==> config.mk <==
export PLATFORM = sky130hd
export DESIGN_NAME = satd_diff_seq
export DESIGN_NICKNAME = d
export VERILOG_FILES = /design/src/rtl/satd_diff_seq.sv
export SDC_FILE = /design/constraint.sdc
export NUM_CORES = 1
export LEC_CHECK = 0
export CORE_UTILIZATION = 47
export CTS_CLUSTER_SIZE = 20
export DETAILED_ROUTE_END_ITERATION = 10
export PLACE_DENSITY = 0.67
export SYNTH_ARGS = -nofsm -noshare
export SYNTH_HDL_FRONTEND = slang
export SYNTH_SLANG_ARGS = --single-unit
==> constraint.sdc <==
create_clock -name clk -period 6.55 [get_ports clk]
set_input_delay 1.31 -clock clk [delete_from_list [all_inputs] [get_ports clk]]
set_output_delay 1.31 -clock clk [all_outputs]
set_load 0.02 [all_outputs]
==> src/rtl/satd_diff_seq.sv <==
// Fetches an N x N pixel block, captures the org-cur differences and streams them out in raster order.
// N=4 by default; define SATD_8X8_EN for an 8x8 block.
module satd_diff_seq #(
  parameter int ADDR_W = 12
) (
  input  logic              clk,
  input  logic              rst,
  input  logic              start,
  input  logic [ADDR_W-1:0] base_addr,
  input  logic [ADDR_W-1:0] stride,
  output logic              mem_rd,
  output logic [ADDR_W-1:0] mem_addr,
  input  logic [7:0]        org_data,
  input  logic [7:0]        cur_data,
  output logic              diff_en,
  input  logic [8:0]        diff_in,
  output logic              out_valid,
  input  logic              out_ready,
  output logic [8:0]        out_diff,
  output logic [5:0]        out_idx,
  output logic              out_last,
  output logic              busy,
  output logic              done
);

`ifdef SATD_8X8_EN
  localparam int N = 8;
`else
  localparam int N = 4;
`endif
  localparam int NN = N * N;
  localparam int IW = $clog2(NN);
  localparam int CW = $clog2(N);
  localparam logic [IW-1:0] LAST_IDX = IW'(NN - 1);
  localparam logic [CW-1:0] LAST_COL = CW'(N - 1);

  typedef enum logic [2:0] {S_IDLE, S_FETCH, S_DRAIN, S_OUT, S_DONE} state_t;

  state_t            state, state_nxt;
  logic [ADDR_W-1:0] row_addr;
  logic [ADDR_W-1:0] stride_q;
  logic [IW-1:0]     fidx;
  logic [CW-1:0]     col;
  logic [IW-1:0]     p1_idx, p2_idx;
  logic              p2_vld;
  logic [IW-1:0]     rd_idx;
  logic [8:0]        buffer [NN];

  // The pixel data is not used here; the external difference unit consumes it.
  logic unused_ok;
  assign unused_ok = ^{org_data, cur_data};

  assign busy     = (state != S_IDLE);
  assign done     = (state == S_DONE);
  assign out_idx  = 6'(rd_idx);
  assign out_last = out_valid && (rd_idx == LAST_IDX);

  always_ff @(posedge clk) begin
    if (rst) state <= S_IDLE;
    else     state <= state_nxt;
  end

  always_comb begin
    state_nxt = state;
    case (state)
      S_IDLE:  if (start) state_nxt = S_FETCH;
      S_FETCH: if (fidx == LAST_IDX) state_nxt = S_DRAIN;
      S_DRAIN: if (p2_vld && p2_idx == LAST_IDX) state_nxt = S_OUT;
      S_OUT:   if (out_valid && out_ready && out_last) state_nxt = S_DONE;
      S_DONE:  state_nxt = S_IDLE;
      default: state_nxt = S_IDLE;
    endcase
  end

  always_ff @(posedge clk) begin
    if (rst) begin
      mem_rd    <= 1'b0;
      mem_addr  <= '0;
      row_addr  <= '0;
      stride_q  <= '0;
      fidx      <= '0;
      col       <= '0;
      diff_en   <= 1'b0;
      p1_idx    <= '0;
      p2_vld    <= 1'b0;
      p2_idx    <= '0;
      out_valid <= 1'b0;
      out_diff  <= '0;
      rd_idx    <= '0;
    end else begin
      // diff_en doubles as the first capture stage valid.
      diff_en <= mem_rd;
      p1_idx  <= fidx;
      p2_vld  <= diff_en;
      p2_idx  <= p1_idx;
      case (state)
        S_IDLE: if (start) begin
          mem_rd   <= 1'b1;
          mem_addr <= base_addr;
          row_addr <= base_addr;
          stride_q <= stride;
          fidx     <= '0;
          col      <= '0;
        end
        S_FETCH: if (fidx == LAST_IDX) begin
          mem_rd <= 1'b0;
        end else begin
          fidx <= fidx + 1'b1;
          if (col == LAST_COL) begin
            col      <= '0;
            row_addr <= row_addr + stride_q;
            mem_addr <= row_addr + stride_q;
          end else begin
            col      <= col + 1'b1;
            mem_addr <= mem_addr + 1'b1;
          end
        end
        // First OUT cycle loads sample 0 from the buffer; then advance on each handshake.
        S_OUT: if (!out_valid) begin
          out_valid <= 1'b1;
          rd_idx    <= '0;
          out_diff  <= buffer[0];
        end else if (out_ready) begin
          if (out_last) begin
            out_valid <= 1'b0;
          end else begin
            rd_idx   <= rd_idx + 1'b1;
            out_diff <= buffer[rd_idx + 1'b1];
          end
        end
        S_DONE: rd_idx <= '0;
        default: ;
      endcase
    end
  end

  always_ff @(posedge clk) begin
    if (p2_vld) buffer[p2_idx] <= diff_in;
  end

endmodule

## After elaboration in Yosys (flattened, before gate mapping)

Memories as Yosys holds them, arrays and structs flattened.
Cells that the tools add are included.

| word-level totals | value |
|---|---|
| register bits | 70 |
| memory bits (writable) | 144 |
| input bits | 53 |
| output and inout port bits | 33 |
| logic and storage cells | 87 |
| memories | 1 |

Memory list:

| name | depth | bits a word | read ports | clocked after memory_dff | write ports | line | source |
|---|---|---|---|---|---|---|---|
| buffer | 16 | 9 | 2 | 0 | 1 | 47 | `logic [8:0] buffer [NN];` |

| cells by class | value |
|---|---|
| $add $sub $neg | 5 |
| equal/unequal tests | 18 |
| multiplexer cells | 34 |
| reductions and logical operators | 15 |

Operators by type and width:

| kind | number |
|---|---|
| $mux W12 | 5 |
| $pmux W12 S2 | 2 |
| $mux W9 | 3 |
| $mux W4 | 5 |
| $pmux W4 S2 | 2 |
| $ne A2 B2 Y1 const B | 7 |
| $add A12 B1 Y12 const B | 1 |
| $add A12 B12 Y12 | 1 |
| $eq A4 B4 Y1 const B | 3 |
| $mux W3 | 4 |
| $pmux W3 S4 | 1 |
| $reduce_and A3 Y1 | 4 |
| $add A4 B1 Y4 const B | 2 |
| $reduce_and A4 Y1 | 2 |
| $mux W1 | 7 |
| $eq A3 B2 Y1 const B | 2 |
| $mux W2 | 3 |
| $ne A3 B3 Y1 const B | 2 |
| $logic_and A1 B1 Y1 | 4 |
| $pmux W2 S2 | 1 |
| $reduce_bool A2 Y1 | 2 |
| $eq A3 B1 Y1 const B | 1 |
| $eq A3 B3 Y1 const B | 1 |
| $logic_not A3 Y1 | 1 |
| other kinds (6) | 6 |

## Longest topological paths before layout

Gate-level depths: netlist of the first run.

| depth | value |
|---|---|
| depth after elaboration | 6 |
| mapped depth | 9 |
| gate-level depth less buffers | 9 |

## Worst setup path after synthesis of the first run

OpenSTA, ideal clock, no wires.

| path | value |
|---|---|
| path kind | input port to flip-flop |
| start point | in start |
| end point | reg mem_addr[8] |
| library setup time | 134 ps |
| arrival time | 2331 ps |
| data required time | 6416 ps |
| path slack | 4085 ps |
| stages | 5 |
| buffers on the path | 0 |
| path through | nor4b_4 -> a21o_1 -> nand2b_1 -> nor4b_1 -> nor4_1 |

| on the way | value |
|---|---|
| word-level cells in the longest chain between the ends | 2 |

Ends and longest elaborated chain:

| item | line | source |
|---|---|---|
| start: declaration | 8 | `input logic start,` |
| $ne A2 B2 Y1 (no line) | - |  |
| $reduce_and A3 Y1 (no line) | - |  |
| end signal: assignment | 99 | `mem_addr <= base_addr;` |
| end signal: assignment | 112 | `mem_addr <= row_addr + stride_q;` |
| end signal: assignment | 115 | `mem_addr <= mem_addr + 1'b1;` |
| end: declaration | 12 | `output logic [ADDR_W-1:0] mem_addr,` |

Every way passes these cells.
A chain may end at the register's enable or synchronous reset.

## Worst setup path after layout of the first run

| path | value |
|---|---|
| start point | reg rd_idx[0] |
| end point | out out_last |

| on the way | value |
|---|---|
| word-level cells in the longest chain between the ends | 2 |

Ends and longest elaborated chain:

| item | line | source |
|---|---|---|
| start: declaration | 46 | `logic [IW-1:0] rd_idx;` |
| start signal: assignment | 127 | `rd_idx <= rd_idx + 1'b1;` |
| $eq A4 B4 Y1 | 56 | `assign out_last = out_valid && (rd_idx == LAST_IDX);` |
| $logic_and A1 B1 Y1 | 56 |  |
| end: declaration | 21 | `output logic out_last,` |

Every way passes these cells.

==> results of run 1 <==
[sequential cells by signal, indices dropped and copies added (netlist names)]
name / flops
p2_idx: 4
stride_q: 12
fidx: 4
p2_vld: 1
col: 2
out_diff: 9
buffer: 144
rd_idx: 4
diff_en: 1
row_addr: 12
p1_idx: 4
state: 3
mem_rd: 1
out_valid: 1
mem_addr: 12
[cell type report]
class	count	area, sq um	area share (%)
well taps	260	325.3	3.003
clock buffers	30	621.8	5.740
repair buffers	79	755.7	6.975
inverters	5	18.77	0.1732
clock inverters	12	141.4	1.305
flip-flops and latches	214	5727	52.86
multi-input cells	456	3244	29.95
[synthesized netlist by cell type (3+ instances only)]
library cell	count	area, sq um
o2111ai_1	10	87.58
or3_1	3	18.77
ha_1	15	187.7
nor2b_1	13	81.33
buf_1	3	11.26
dfxtp_1	70	1401
nor3_1	21	105.1
a211oi_1	6	45.04
buf_6	5	56.30
nor4_1	4	25.02
buf_2	12	60.06
nand3_1	30	150.1
o21ai_0	18	90.09
inv_1	5	18.77
a21oi_1	59	295.3
xnor2_1	7	61.31
nand3b_1	5	37.54
nand4_1	5	31.28
nor2_1	47	176.4
edfxtp_1	144	4324
clkbuf_1	16	60.06
a31oi_1	5	31.28
nand2b_1	5	31.28
nand2_1	102	382.9
o211ai_1	3	22.52
buf_4	8	60.06
mux4_2	36	810.8
and2_1	3	18.77
xor2_1	5	43.79
o21a_1	7	52.55
[worst reg2reg max path: stages (launching register included)]
cell       delay [ns]
dfxtp_2          0.31
buf_4            0.60
ha_1             0.26
buf_4            0.48
mux4_2           0.47
nand2_1          0.10
nand3_1          0.11
o2111ai_1        0.21
a21oi_1          0.10
[power by group through the flow]
| stage | registers [mW] | logic [mW] | clock network, mW |
|---|---|---|---|
| after floorplan | 1.55 | 0.213 | 0 |
| final | 1.52 | 0.334 | 1.30 |
| after global placement | 1.54 | 0.321 | 0 |
| after detailed placement | 1.55 | 0.330 | 0 |
| after CTS | 1.52 | 0.332 | 1.32 |
| after global routing | 1.52 | 0.366 | 1.38 |
[stage by stage]
stage / hold WS, ns / power [mW] / instances
floorplan: 0.4138 / 1.763 / 720
global placement: 0.4330 / 1.866 / 1014
detailed placement: 0.4308 / 1.878 / 1014
CTS: 0.4446 / 3.173 / 1056
global route: 0.4707 / 3.267 / 1056
finish: 0.4407 / 3.154 / 1056
[cell families after synthesis]
kind of cell	count (synthesis)	synth area share (%)
AO/OA/AOI/OAI	130	8.997
XOR/XNOR	12	1.138
adder cells (fa/ha/maj)	16	2.249
buffers and inverters	50	2.968
flip-flops	214	62.01
multiplexers	37	8.889
other	1	0.04061
AND/OR/NAND/NOR	259	13.71
[per-layer routing]
layer  vias to the layer above  track usage (%)  share of wire (%)
met5                         -                0                  0
met4                         0            5.546                1.9
met3                        34            3.398                5.3
met2                       183            33.64                 47
met1                      3022            30.62                 46
li1                       2828                -                  -
[worst paths after layout]
check	from	end	slack (ns)	depth (start not counted)
worst max-delay path	rd_idx[0]	out_last	2.51	4
worst min register to register	p1_idx[3]	p2_idx[3]	0.44	1
worst min-delay path	p1_idx[3]	p2_idx[3]	0.44	1
worst max register to register	rd_idx[0]	out_diff[8]	3.77	8
==> qor.csv, run 1 <==
stage,metric,value,unit
critical_path,critPathArrivalTime,2.73,ns
clocking,cts_hold_buffers,0,
cells_and_area,final_cell_mix,"edfxtp_1, nand2_1, dfxtp_1",
drt,ant_nets,0,
synth,async_flop_share,0,%
power_and_ir_drop,power.internal,2.406,mW
placed_design,io_buffers,67,
job,drv_cap,0,
power_and_ir_drop,pwr-share-clk,41.2,%
power_and_ir_drop,peakVddDrop,215.1,uV
critical_path,critPathCaptureType,output port,
critical_path,path_buf_inv,2,
placed_design,gp_congestion,0.8502,
critical_path,worstSetupPathType,reg -> out,
global_routing,grt_use_total,21.27,%
global_routing,grt-ovfl-total,0,
power_and_ir_drop,power.static_leakage,3.556,nW
clocking,cts_tree,yes,
critical_path,critPathTopFamily,buffers and inverters,
cells_and_area,insertedDiodeCount,0,
synth,syn_area_per_cell,12.84,sq um
clocking,clkSlewWorstSetupHoldPaths,0.06,ns
critical_path,cp-start-kind,flip-flop,
clocking,cts_root_buf,clkbuf_16,
drt,remaining_drc_errors,0,
floorplan,core,18960,sq um
synth,ys_seq_area_share,62.01,%
placed_design,post_dp_cell_area,10070,sq um
sta,fmax,247.4,MHz
clocking,cts_sinks,214,
synth,synth_seq_cells,214,
floorplan,die_w,142.2,um
placed_design,dp_hpwl,13230,um
global_routing,grt_pass1_wl,32710,um
clocking,clk_path_buf_depth,3,
critical_path,slowest_stage,clkdlybuf4s50_1,
critical_path,cp.required,5.24,ns
drt,vias,6067,
power_and_ir_drop,p_sw_share,23.72,%
cells_and_area,area_delta_synth_final,17.33,%
sta,setup_tns,0,ns
sta,grt_setup_unrepaired,false,
floorplan,boundaryPins,86,
clocking,insertion_delay,0.51,ns
sta,timing.final.ws_setup,2.508,ns
sta,maxSlewHeadroom,31.90,%
floorplan,core.rowCount,50,
global_routing,antenna_found_initial,0,
global_routing,grt_max_degree,62,
power_and_ir_drop,pwr-share-comb,10.6,%
sta,hold_violations,0,
drt,via_per_inst,5.745,
drt,routedWlPerCell,19.77,um
clocking,cts_resized,0,
floorplan,die_h,142.2,um
cells_and_area,final_core_util,57.16,%
placed_design,place_ws,2.540,ns
clocking,cts_made_buffers,23,
floorplan,die-area,20210,sq um
drt,drt_iter0_drc,433,
synth,synthFlopType,edfxtp_1,
synth,synth_edf_count,144,
synth,synth_area,9234,sq um
sta,finalSetupViolCount,0,
synth,yosysUniqueCellTypes,69,
sta,drv_slew,0,
critical_path,crit_path_cell_trace,buf_4 > ha_1 > and4_4 > clkdlybuf4s50_1,
clocking,htreeDepth,1,
critical_path,critPathMaxFanout,41,
outcome,status,"finished, final reports clean",
floorplan,start_util,48.71,%
critical_path,critPathMaxStageDelay,0.61,ns
cells_and_area,nFillCells,1541,
sta,min_period,4.042,ns
power_and_ir_drop,p_switching,0.7483,mW
global_routing,grt_pass1_vias,5870,
power_and_ir_drop,p_seq_share,48.2,%
synth,syn_inst,719,
cells_and_area,final_nets,848,
power_and_ir_drop,pwr_density_cell,291.2,nW/um^2
drt,detail_route.wirelength,20880,um
synth,ys_warn_count,0,
cells_and_area,final_common_cell,edfxtp_1,
sta,fin_skew,0.02062,ns
sta,worstMarginPinSlew,1.018,ns
clocking,post_cts_buffers,0,
drt,first_pass_iters,5,
cells_and_area,drive_above_1_share,12.69,%
sta,period_share,61.70,%
worst_hold_path,hold_class,reg -> reg,
cells_and_area,design_area,10830,sq um
(Power assumes the default switching activity.)
==> run 2, diff against run 1 <==
--- a/config.mk
+++ b/config.mk
@@ -8,7 +8,7 @@
 export CORE_UTILIZATION = 47
 export CTS_CLUSTER_SIZE = 20
 export DETAILED_ROUTE_END_ITERATION = 10
-export PLACE_DENSITY = 0.67
+export PLACE_DENSITY = 0.7
 export SYNTH_ARGS = -nofsm -noshare
 export SYNTH_HDL_FRONTEND = slang
 export SYNTH_SLANG_ARGS = --single-unit
==> constraint.sdc (replaced) <==
create_clock -name clk -period 3.4 [get_ports clk]
set_input_delay 0.68 -clock clk [delete_from_list [all_inputs] [get_ports clk]]
set_output_delay 0.68 -clock clk [all_outputs]
set_load 0.02 [all_outputs]
==> qor.csv, run 2 (synthesis gave the netlist of run 1 again) <==
stage,metric,value,unit,change
cells_and_area,final_core_util,57.10,%,-0.059 points
power_and_ir_drop,power.static_leakage,3.543,nW,-0.35%
critical_path,cp.required,2.72,ns,-2.52 ns
power_and_ir_drop,p_sw_share,24.41,%,+0.69 points
clocking,cts_resized,0,,unchanged
power_and_ir_drop,pwr_density_cell,542.5,nW/um^2,+86%
critical_path,slowest_stage,dfxtp_1,,
power_and_ir_drop,power.internal,4.438,mW,+84%
clocking,cts_hold_buffers,0,,unchanged
sta,maxSlewHeadroom,37.46,%,+5.6 points
worst_hold_path,min_to,p2_idx[0],,
clocking,insertion_delay,0.51,ns,about the same
power_and_ir_drop,pwr-share-clk,38.8,%,-2.4 points
global_routing,antenna_found_initial,0,,unchanged
cells_and_area,final_common_cell,edfxtp_1,,
cells_and_area,design_area,10820,sq um,-0.10%
sta,fin_skew,0.01886,ns,-0.001765 ns
floorplan,die-area,20210,sq um,unchanged
clocking,htreeDepth,1,,unchanged
critical_path,worstSetupPathType,reg -> out,,
cells_and_area,area_delta_synth_final,17.21,%,
drt,drt_iter0_drc,510,,+18%
clocking,cts_sinks,214,,unchanged
drt,detail_route.wirelength,20690,um,-0.91%
global_routing,grt-ovfl-total,0,,unchanged
worst_hold_path,hold_class,reg -> reg,,
critical_path,crit_path_cell_trace,and4_4 > clkdlybuf4s50_1,,
cells_and_area,instances_no_fill,1062,,+0.57%
sta,worstMarginPinSlew,0.9347,ns,-0.08303 ns
floorplan,die_w,142.2,um,unchanged
global_routing,grt_max_degree,41,,-34%
clocking,cts_made_buffers,22,,-4.3%
sta,setup_tns,0,ns,unchanged
cells_and_area,final_cell_mix,"edfxtp_1, nand2_1, dfxtp_1",,
placed_design,dp_hpwl,13490,um,+2.0%
critical_path,critPathMaxFanout,18,,-56%
floorplan,core.rowCount,50,,unchanged
sta,fmax,342.2,MHz,
critical_path,critPathMaxStageDelay,0.74,ns,+0.13 ns
sta,min_period,2.922,ns,
sta,drv_slew,0,,unchanged
drt,first_pass_iters,6,,+1
floorplan,boundaryPins,86,,unchanged
worst_hold_path,hold_depth,1,,unchanged
power_and_ir_drop,p_seq_share,49.8,%,+1.6 points
global_routing,grt_pass1_wl,32220,um,-1.5%
outcome,status,"finished, final reports clean",,
clocking,clkSlewWorstSetupHoldPaths,0.06,ns,about the same
worst_hold_path,hp-start,p1_idx[0],,
placed_design,place_ws,0.6766,ns,-1.864 ns
critical_path,critPathCaptureType,output port,,
sta,period_share,85.95,%,
drt,remaining_drc_errors,0,,unchanged
drt,via_per_inst,5.784,,+0.68%
critical_path,reg2reg_to,mem_addr[10],,
cells_and_area,nFillCells,1497,,-2.9%
placed_design,dp_cells,1022,,+0.79%
floorplan,core,18960,sq um,unchanged
drt,routedWlPerCell,19.48,um,-1.5%
cells_and_area,largest_reg_flops,144,,unchanged
power_and_ir_drop,peakVddDrop,251.5,uV,+17%
placed_design,gp_congestion,0.8518,,+0.19%
power_and_ir_drop,pwr-share-comb,11.3,%,+0.7 points
critical_path,reg2regPathDepth,8,,unchanged
clocking,cts_tree,yes,,
placed_design,io_buffers,67,,unchanged
job,drv_cap,0,,unchanged
cells_and_area,insertedDiodeCount,0,,unchanged
clocking,clk_path_buf_depth,3,,unchanged
clocking,post_cts_buffers,0,,unchanged
global_routing,grt_use_total,20.87,%,-0.40 points
sta,finalSetupViolCount,0,,unchanged
cells_and_area,drive_above_1_share,13.09,%,+0.40 points
sta,timing.final.ws_setup,0.4778,ns,-2.031 ns
floorplan,start_util,48.71,%,unchanged
cells_and_area,regMostFlops,buffer,,
cells_and_area,final_nets,855,,+0.83%
floorplan,die_h,142.2,um,unchanged
critical_path,cp-start-kind,flip-flop,,
critical_path,ff2ff_setup_slack,0.92,ns,-2.85 ns
drt,ant_nets,0,,unchanged
clocking,cts_root_buf,clkbuf_16,,
sta,grt_setup_unrepaired,false,,
placed_design,post_dp_cell_area,10140,sq um,+0.72%
critical_path,critPathArrivalTime,2.24,ns,-0.49 ns
sta,hold_violations,0,,unchanged
drt,vias,6143,,+1.3%
critical_path,rr_startpoint,fidx[0],,
global_routing,grt_pass1_vias,5918,,+0.82%
power_and_ir_drop,p_switching,1.433,mW,+92%
run 2: cell types whose count changed in the layout (fill, tap and decap cells not counted), moves of 2 or more:
cell,before,now
buf_4,12,19
clkinv_1,4,1
clkbuf_1,5,10
inv_6,2,0
bufinv_16,3,1
clkinvlp_4,0,3
run 2: worst max-delay path: cells and delay by family (launching register included):
family | cells | cell delay [ns]
buffers and inverters | 1 | 0.60
flip-flops | 1 | 0.74
AND/OR/NAND/NOR | 1 | 0.39
run 2: cell type report:
class | count | area [sq um] | share of cell area [%]
inverter | 5 | 18.77 | 0.1734
sequential | 214 | 5727 | 52.91
clock inverter | 7 | 77.57 | 0.7168
timing repair buffer | 87 | 828.3 | 7.653
tap | 260 | 325.3 | 3.006
multi-input combinational | 456 | 3244 | 29.98
clock buffer | 33 | 601.8 | 5.561
run 2: how the worst max path moves through the flow:
stage               cells after the start         from           end
detailed placement                      7        start   mem_addr[3]
finish                                  2    out_valid      out_last
global route                            2    out_valid      out_last
CTS                                     2    out_valid      out_last
global placement                        7        start   mem_addr[3]
floorplan                               9  row_addr[0]  mem_addr[10]
run 2: metrics by stage:
| stage | total power, mW | hold WS, ns |
|---|---|---|
| after detailed placement | 3.639 | 0.4479 |
| after floorplan | 3.397 | 0.4138 |
| after CTS | 5.897 | 0.4499 |
| final | 5.871 | 0.4444 |
| after global routing | 6.071 | 0.4581 |
| after global placement | 3.618 | 0.4436 |
run 2: power groups by stage:
| stage | sequential (mW) | clock, mW | combinational [mW] |
|---|---|---|---|
| 2_1_floorplan | 2.99 | 0 | 0.410 |
| 3_3_place_gp | 2.98 | 0 | 0.641 |
| 3_5_place_dp | 2.98 | 0 | 0.659 |
| 4_1_cts | 2.93 | 2.31 | 0.662 |
| 5_1_grt | 2.94 | 2.41 | 0.728 |
| 6_report | 2.93 | 2.28 | 0.665 |
run 2: layer usage:
layer / GRT usage [%] / vias to the layer above / share of wire, %
met5: 0 / - / 0
met4: 5.490 / 0 / 1.9
met3: 3.264 / 36 / 7.1
met2: 33.49 / 228 / 48
met1: 29.70 / 3032 / 43
li1: - / 2847 / -
==> run 3, diff against run 2 <==
--- a/config.mk
+++ b/config.mk
@@ -9,6 +9,8 @@
 export CTS_CLUSTER_SIZE = 20
 export DETAILED_ROUTE_END_ITERATION = 10
 export PLACE_DENSITY = 0.7
+export SETUP_SLACK_MARGIN = 0.15
+export SLEW_MARGIN = 5
 export SYNTH_ARGS = -nofsm -noshare
 export SYNTH_HDL_FRONTEND = slang
 export SYNTH_SLANG_ARGS = --single-unit
==> results of run 3 <==
Final layout, timing and power as in run 2 (identical DEF).
